**src/rtl/truth_table_sequencer_pkg.sv**
```systemverilog
// Shared types for the truth-table sequencer: FSM state encoding,
// default golden table and small decode helpers.
package truth_table_sequencer_pkg;

    typedef enum logic [2:0] {
        ST_IDLE  = 3'd0,
        ST_DRIVE = 3'd1,
        ST_WAIT  = 3'd2,
        ST_CHECK = 3'd3,
        ST_DONE  = 3'd4
    } tts_state_e;

    // Default golden table: identity mapping for the 3-in/3-out block,
    // entry i lives at bits [i*3 +: 3].
    localparam int unsigned DEF_N_IN     = 3;
    localparam int unsigned DEF_N_OUT    = 3;
    localparam logic [23:0] DEF_EXPECTED = 24'hFAC688;

    // Width of the settle down-counter; a zero settle time still needs one bit.
    function automatic int unsigned settle_width(input int unsigned settle_cyc);
        return (settle_cyc > 0) ? $clog2(settle_cyc + 1) : 1;
    endfunction

    // The vector sequence is active in DRIVE, WAIT and CHECK only.
    function automatic logic is_busy(input tts_state_e st);
        return (st == ST_DRIVE) || (st == ST_WAIT) || (st == ST_CHECK);
    endfunction

endpackage

```
**src/rtl/truth_table_sequencer_settle_timer.sv**
```systemverilog
// Loadable down-counter that times the settle interval between driving a
// vector and sampling the response.
module settle_timer #(
    parameter int unsigned W = 1
) (
    input  logic         clk,
    input  logic         rst_n,
    input  logic         load,
    input  logic [W-1:0] load_val,
    output logic         expired
);

    logic [W-1:0] cnt_q;
    logic [W-1:0] cnt_d;

    // Load on request, otherwise count down and rest at zero.
    always_comb begin
        cnt_d = cnt_q;
        if (load) begin
            cnt_d = load_val;
        end else if (cnt_q != '0) begin
            cnt_d = cnt_q - W'(1);
        end
    end

    // Counter register.
    always_ff @(posedge clk or negedge rst_n) begin
        if (!rst_n) begin
            cnt_q <= '0;
        end else begin
            cnt_q <= cnt_d;
        end
    end

    // Final settle cycle is the one where the count sits at 1.
    assign expired = (cnt_q == W'(1));

endmodule

```
**src/rtl/truth_table_sequencer.sv**
```systemverilog
// Exhaustive truth-table sequencer: steps every input vector onto an
// external combinational block, waits a settle time, compares the response
// against a packed golden table and reports pass/error count/first failure.
module truth_table_sequencer
    import truth_table_sequencer_pkg::*;
#(
    parameter int unsigned N_IN       = 3,
    parameter int unsigned N_OUT      = 3,
    parameter int unsigned SETTLE_CYC = 1,
    parameter logic [(2**N_IN)*N_OUT-1:0] EXPECTED = 24'hFAC688
) (
    input  logic             clk,
    input  logic             rst_n,
    input  logic             start,
    input  logic             abort,
    output logic [N_IN-1:0]  dut_in,
    input  logic [N_OUT-1:0] dut_out,
    output logic             busy,
    output logic             done,
    output logic             pass,
    output logic [N_IN:0]    err_count,
    output logic             fail_valid,
    output logic [N_IN-1:0]  first_fail_idx
);

    localparam int unsigned TW = settle_width(SETTLE_CYC);

    tts_state_e        state_q, state_d;
    logic [N_IN-1:0]   idx_q, idx_d;
    logic [N_IN-1:0]   dut_in_q, dut_in_d;
    logic [N_IN:0]     err_q, err_d;
    logic              fv_q, fv_d;
    logic [N_IN-1:0]   ff_q, ff_d;
    logic              pass_q, pass_d;
    logic              tmr_load;
    logic              tmr_expired;
    logic [N_OUT-1:0]  exp_tbl [2**N_IN];

    // Unpack the golden table once so lookup is a plain array index.
    for (genvar g = 0; g < 2**N_IN; g++) begin : g_tbl
        assign exp_tbl[g] = EXPECTED[g*N_OUT +: N_OUT];
    end

    settle_timer #(
        .W (TW)
    ) u_settle (
        .clk      (clk),
        .rst_n    (rst_n),
        .load     (tmr_load),
        .load_val (TW'(SETTLE_CYC)),
        .expired  (tmr_expired)
    );

    // Next-state and datapath updates; abort pre-empts any CHECK update.
    always_comb begin
        state_d  = state_q;
        idx_d    = idx_q;
        dut_in_d = dut_in_q;
        err_d    = err_q;
        fv_d     = fv_q;
        ff_d     = ff_q;
        pass_d   = pass_q;
        tmr_load = 1'b0;
        unique case (state_q)
            ST_IDLE: begin
                if (start && !abort) begin
                    idx_d   = '0;
                    err_d   = '0;
                    fv_d    = 1'b0;
                    ff_d    = '0;
                    pass_d  = 1'b0;
                    state_d = ST_DRIVE;
                end
            end
            ST_DRIVE: begin
                if (abort) begin
                    pass_d  = 1'b0;
                    state_d = ST_IDLE;
                end else begin
                    dut_in_d = idx_q;
                    tmr_load = 1'b1;
                    state_d  = (SETTLE_CYC > 0) ? ST_WAIT : ST_CHECK;
                end
            end
            ST_WAIT: begin
                if (abort) begin
                    pass_d  = 1'b0;
                    state_d = ST_IDLE;
                end else if (tmr_expired) begin
                    state_d = ST_CHECK;
                end
            end
            ST_CHECK: begin
                if (abort) begin
                    pass_d  = 1'b0;
                    state_d = ST_IDLE;
                end else begin
                    if (dut_out != exp_tbl[idx_q]) begin
                        err_d = err_q + (N_IN+1)'(1);
                        if (!fv_q) begin
                            fv_d = 1'b1;
                            ff_d = idx_q;
                        end
                    end
                    // pass is resolved here so it is already valid while done is high
                    if (idx_q == '1) begin
                        pass_d  = (err_d == '0);
                        state_d = ST_DONE;
                    end else begin
                        idx_d   = idx_q + N_IN'(1);
                        state_d = ST_DRIVE;
                    end
                end
            end
            ST_DONE: begin
                state_d = ST_IDLE;
            end
            default: begin
                state_d = ST_IDLE;
            end
        endcase
    end

    // State and result registers.
    always_ff @(posedge clk or negedge rst_n) begin
        if (!rst_n) begin
            state_q  <= ST_IDLE;
            idx_q    <= '0;
            dut_in_q <= '0;
            err_q    <= '0;
            fv_q     <= 1'b0;
            ff_q     <= '0;
            pass_q   <= 1'b0;
        end else begin
            state_q  <= state_d;
            idx_q    <= idx_d;
            dut_in_q <= dut_in_d;
            err_q    <= err_d;
            fv_q     <= fv_d;
            ff_q     <= ff_d;
            pass_q   <= pass_d;
        end
    end

    assign dut_in         = dut_in_q;
    assign busy           = is_busy(state_q);
    assign done           = (state_q == ST_DONE);
    assign pass           = pass_q;
    assign err_count      = err_q;
    assign fail_valid     = fv_q;
    assign first_fail_idx = ff_q;

endmodule

```
**config.mk**
```make
export PLATFORM = sky130hd
export DESIGN_NAME = truth_table_sequencer
export DESIGN_NICKNAME = d
export VERILOG_FILES = /design/src/rtl/truth_table_sequencer_pkg.sv /design/src/rtl/truth_table_sequencer_settle_timer.sv /design/src/rtl/truth_table_sequencer.sv
export SDC_FILE = /design/constraint.sdc
export NUM_CORES = 1
export LEC_CHECK = 0
export ABC_AREA = 1
export CORE_UTILIZATION = 33
export CTS_CLUSTER_SIZE = 24
export DETAILED_ROUTE_END_ITERATION = 10
export SYNTH_ARGS = -nofsm -noshare
export SYNTH_HDL_FRONTEND = slang
export SYNTH_SLANG_ARGS = --single-unit
```
**constraint.sdc**
```tcl
create_clock -name clk -period 1.3 [get_ports clk]
set_input_delay 0.26 -clock clk [delete_from_list [all_inputs] [get_ports clk]]
set_output_delay 0.26 -clock clk [all_outputs]
set_load 0.005 [all_outputs]
```
==> qor.yml <==
worstMarginPinSlew_ns: 0.282
grt_pass1_vias: 1018
dieArea_um2: 3340
antenna_found_initial: 0
synthesis.area_um2: 1030
cts-buffers-inserted: 3
cap_violations: 0
initial_core_util_pct: 36.0
first_pass_iters: 7
grt_pass1_wl_um: 4570
post-route-period-util_pct: 108
ys.flop_type: "dfrtp_1"
fillers: 270
rsz0062_at_grt: "yes"
gp_congestion: 0.819
worstSetupPathType: "reg2reg"
place_inst: 188
io-pin-count: 21
vias: 1010
finalNonFillerCells: 206
routed_wl_um: 2690
cts_max_level: 1
period_needed_ns: 1.40
dp_hpwl_um: 1870
via_per_inst: 4.90
ys_ff_latch: 19
nNetsFinal: 186
post-route-drc-count: 2
hold_viol_final: 0
ys_top_cells_by_count: "nand2_1 (29), dfrtp_1 (19), inv_1 (14)"
chipHeight_um: 57.8
yosysWarnings: 0
rrSetupSlack_ns: -0.10
cp.required_ns: 1.49
slew_headroom_pct: 81.0
clk_pin_slew_worst_paths_ns: 0.11
start_kind: "flop"
wl_per_cell_um: 13.0
cts_max_path_buffers: 2
timing.rr.start: "state_q[1]$_DFFE_PN0P_"
portBuffers: 20
status: "finished, violations left"
leakagePower_uw: 0.000861
rr_endpoint: "idx_q[2]$_DFFE_PN0P_"
syn_inst: 122
clock.fmax_mhz: 713
yosysTopAreaCell: "dfrtp_1"
slew_viol_final: 0
drive_gt1_share_pct: 41.7
die_w_um: 57.8
setup_violations: 14
drtIter0Drc: 32
critical_path_peak_fanout: 5
clk_latency_ns: 0.30
tritoncts: "built"
skew_ns: 0.00620
drtAntennaViolNets: 0
cts_root_buf: "clkbuf_4"
dpl_cell_area_um2: 1380
cp_data_arrival_time_ns: 1.59
synth_most_common_cell: "nand2_1"
cts.sink_count: 19
synthArstFlopShare_pct: 100
core-area_um2: 2850
grt_max_degree: 20
area_growth_pct: 57.6
setup.worst_path.end_class: "flop"
synth_area_leaders: "dfrtp_1 (46%), nand2_1 (11%), o21ai_1 (5.9%)"
synth_top_area_share_pct: 46.3
irDropWorstVdd_v: 0.000684
violations: "design-rule violations, negative setup slack"
gr-total-overflow: 0
ys_seq_area_share_pct: 46.3
ys_types: 22
holdCritPathClass: "in2async"
holdWs_ns: 0.277
row_count: 19
final_area_um2: 1620
r2r_cells: 8
power_per_cell_area_nw_per_um2: 1600
synth-edff-count: 0
avgSynthCellArea_um2: 8.41
mappedNetlistNets: 132
track_usage_pct: 17.7
diodes: 0
setup_slack_ns: -0.103
[layer usage]
layer	vias up	wire, um	track usage, %
li1	506	-	-
met1	478	1200	22.5
met2	20	1370	31.4
met3	6	72	1.34
met4	0	45	7.14
met5	-	0	0
[worst max-delay path, stage by stage (launching register included)]
cell,delay [ns]
dfrtp_1,0.43
nor2_4,0.16
inv_2,0.06
buf_6,0.11
nor2_4,0.10
nand2_4,0.08
nand2_8,0.08
o21a_1,0.17
o21ai_1,0.09
[cell usage in the layout, fill, tap and decap left out, types with 5 or more instances in the layout]
master            n
dlygate4sd2_1    12
buf_4            26
o21ai_1          11
inv_2             6
clkdlybuf4s50_1   5
inv_1            13
nand2_1          21
nand4_1           5
nand3_2           8
dfrtp_1          19
nand2_2           8
[worst max-delay path by stage]
stage	slack, ns	cells after the start	from	endpoint
5_1_grt	-0.19	8	state_q[1]$_DFFE_PN0P_	idx_q[2]$_DFFE_PN0P_
6_report	-0.10	8	state_q[1]$_DFFE_PN0P_	idx_q[2]$_DFFE_PN0P_
4_1_cts	-0.11	4	state_q[1]$_DFFE_PN0P_	done
3_5_place_dp	-0.29	8	abort	idx_q[2]$_DFFE_PN0P_
2_1_floorplan	0.06	7	state_q[0]$_DFFE_PN0P_	idx_q[1]$_DFFE_PN0P_
3_3_place_gp	-0.29	6	abort	pass$_DFFE_PN0P_
[stage by stage]
stage | util [%] | power, uW | setup TNS, ns | setup WS (ns)
after global routing | 56.7 | 2770 | -1.86 | -0.187
after global placement | 48.3 | 1930 | -4.10 | -0.292
after floorplan | - | 1400 | 0 | 0.0636
after CTS | 53.5 | 2430 | -0.835 | -0.109
final | 56.7 | 2590 | -0.810 | -0.103
after detailed placement | 48.3 | 1950 | -4.36 | -0.294
[cell type report]
type,instances,area [um2],area share (%)
multi-input combinational,83,592,36.6
tap,31,38.8,2.40
clock inverter,1,5.00,0.310
sequential,19,475,29.4
inverter,20,77.6,4.80
clock buffer,3,22.5,1.39
timing repair buffer,49,405,25.1
[registers in the layout, indices dropped and copies added, names as in the netlist]
| signal | flops |
|---|---|
| first_fail_idx | 3 |
| idx_q | 3 |
| dut_in | 3 |
| u_settle.expired | 1 |
| fail_valid | 1 |
| err_count | 4 |
| state_q | 3 |
| pass | 1 |
[kinds of logic after synthesis]
kind of cell,synth area share [%]
and+or+nand+nor,30.1
buffers and inverters,7.56
DFF,46.3
AOI/OAI and AO/OA,9.02
xor gates and xnor gates,3.29
adders and majority gates,3.66
[power breakdown]
part	leakage [uW]	internal, uW	switching (uW)
Sequential	0.000258	732	102
Combinational	0.000585	710	745
Clock	0.0000177	115	187
Total	0.000861	1560	1030
[timing repair]
action,in CTS,in global routing
hold endpoints to repair,0,0
cloned,0,0
gates resized for setup,33,20
pin swaps,6,10
setup endpoints to repair,25,16
hold buffers,0,0
setup buffers,11,3
(Power assumes the default switching activity.)
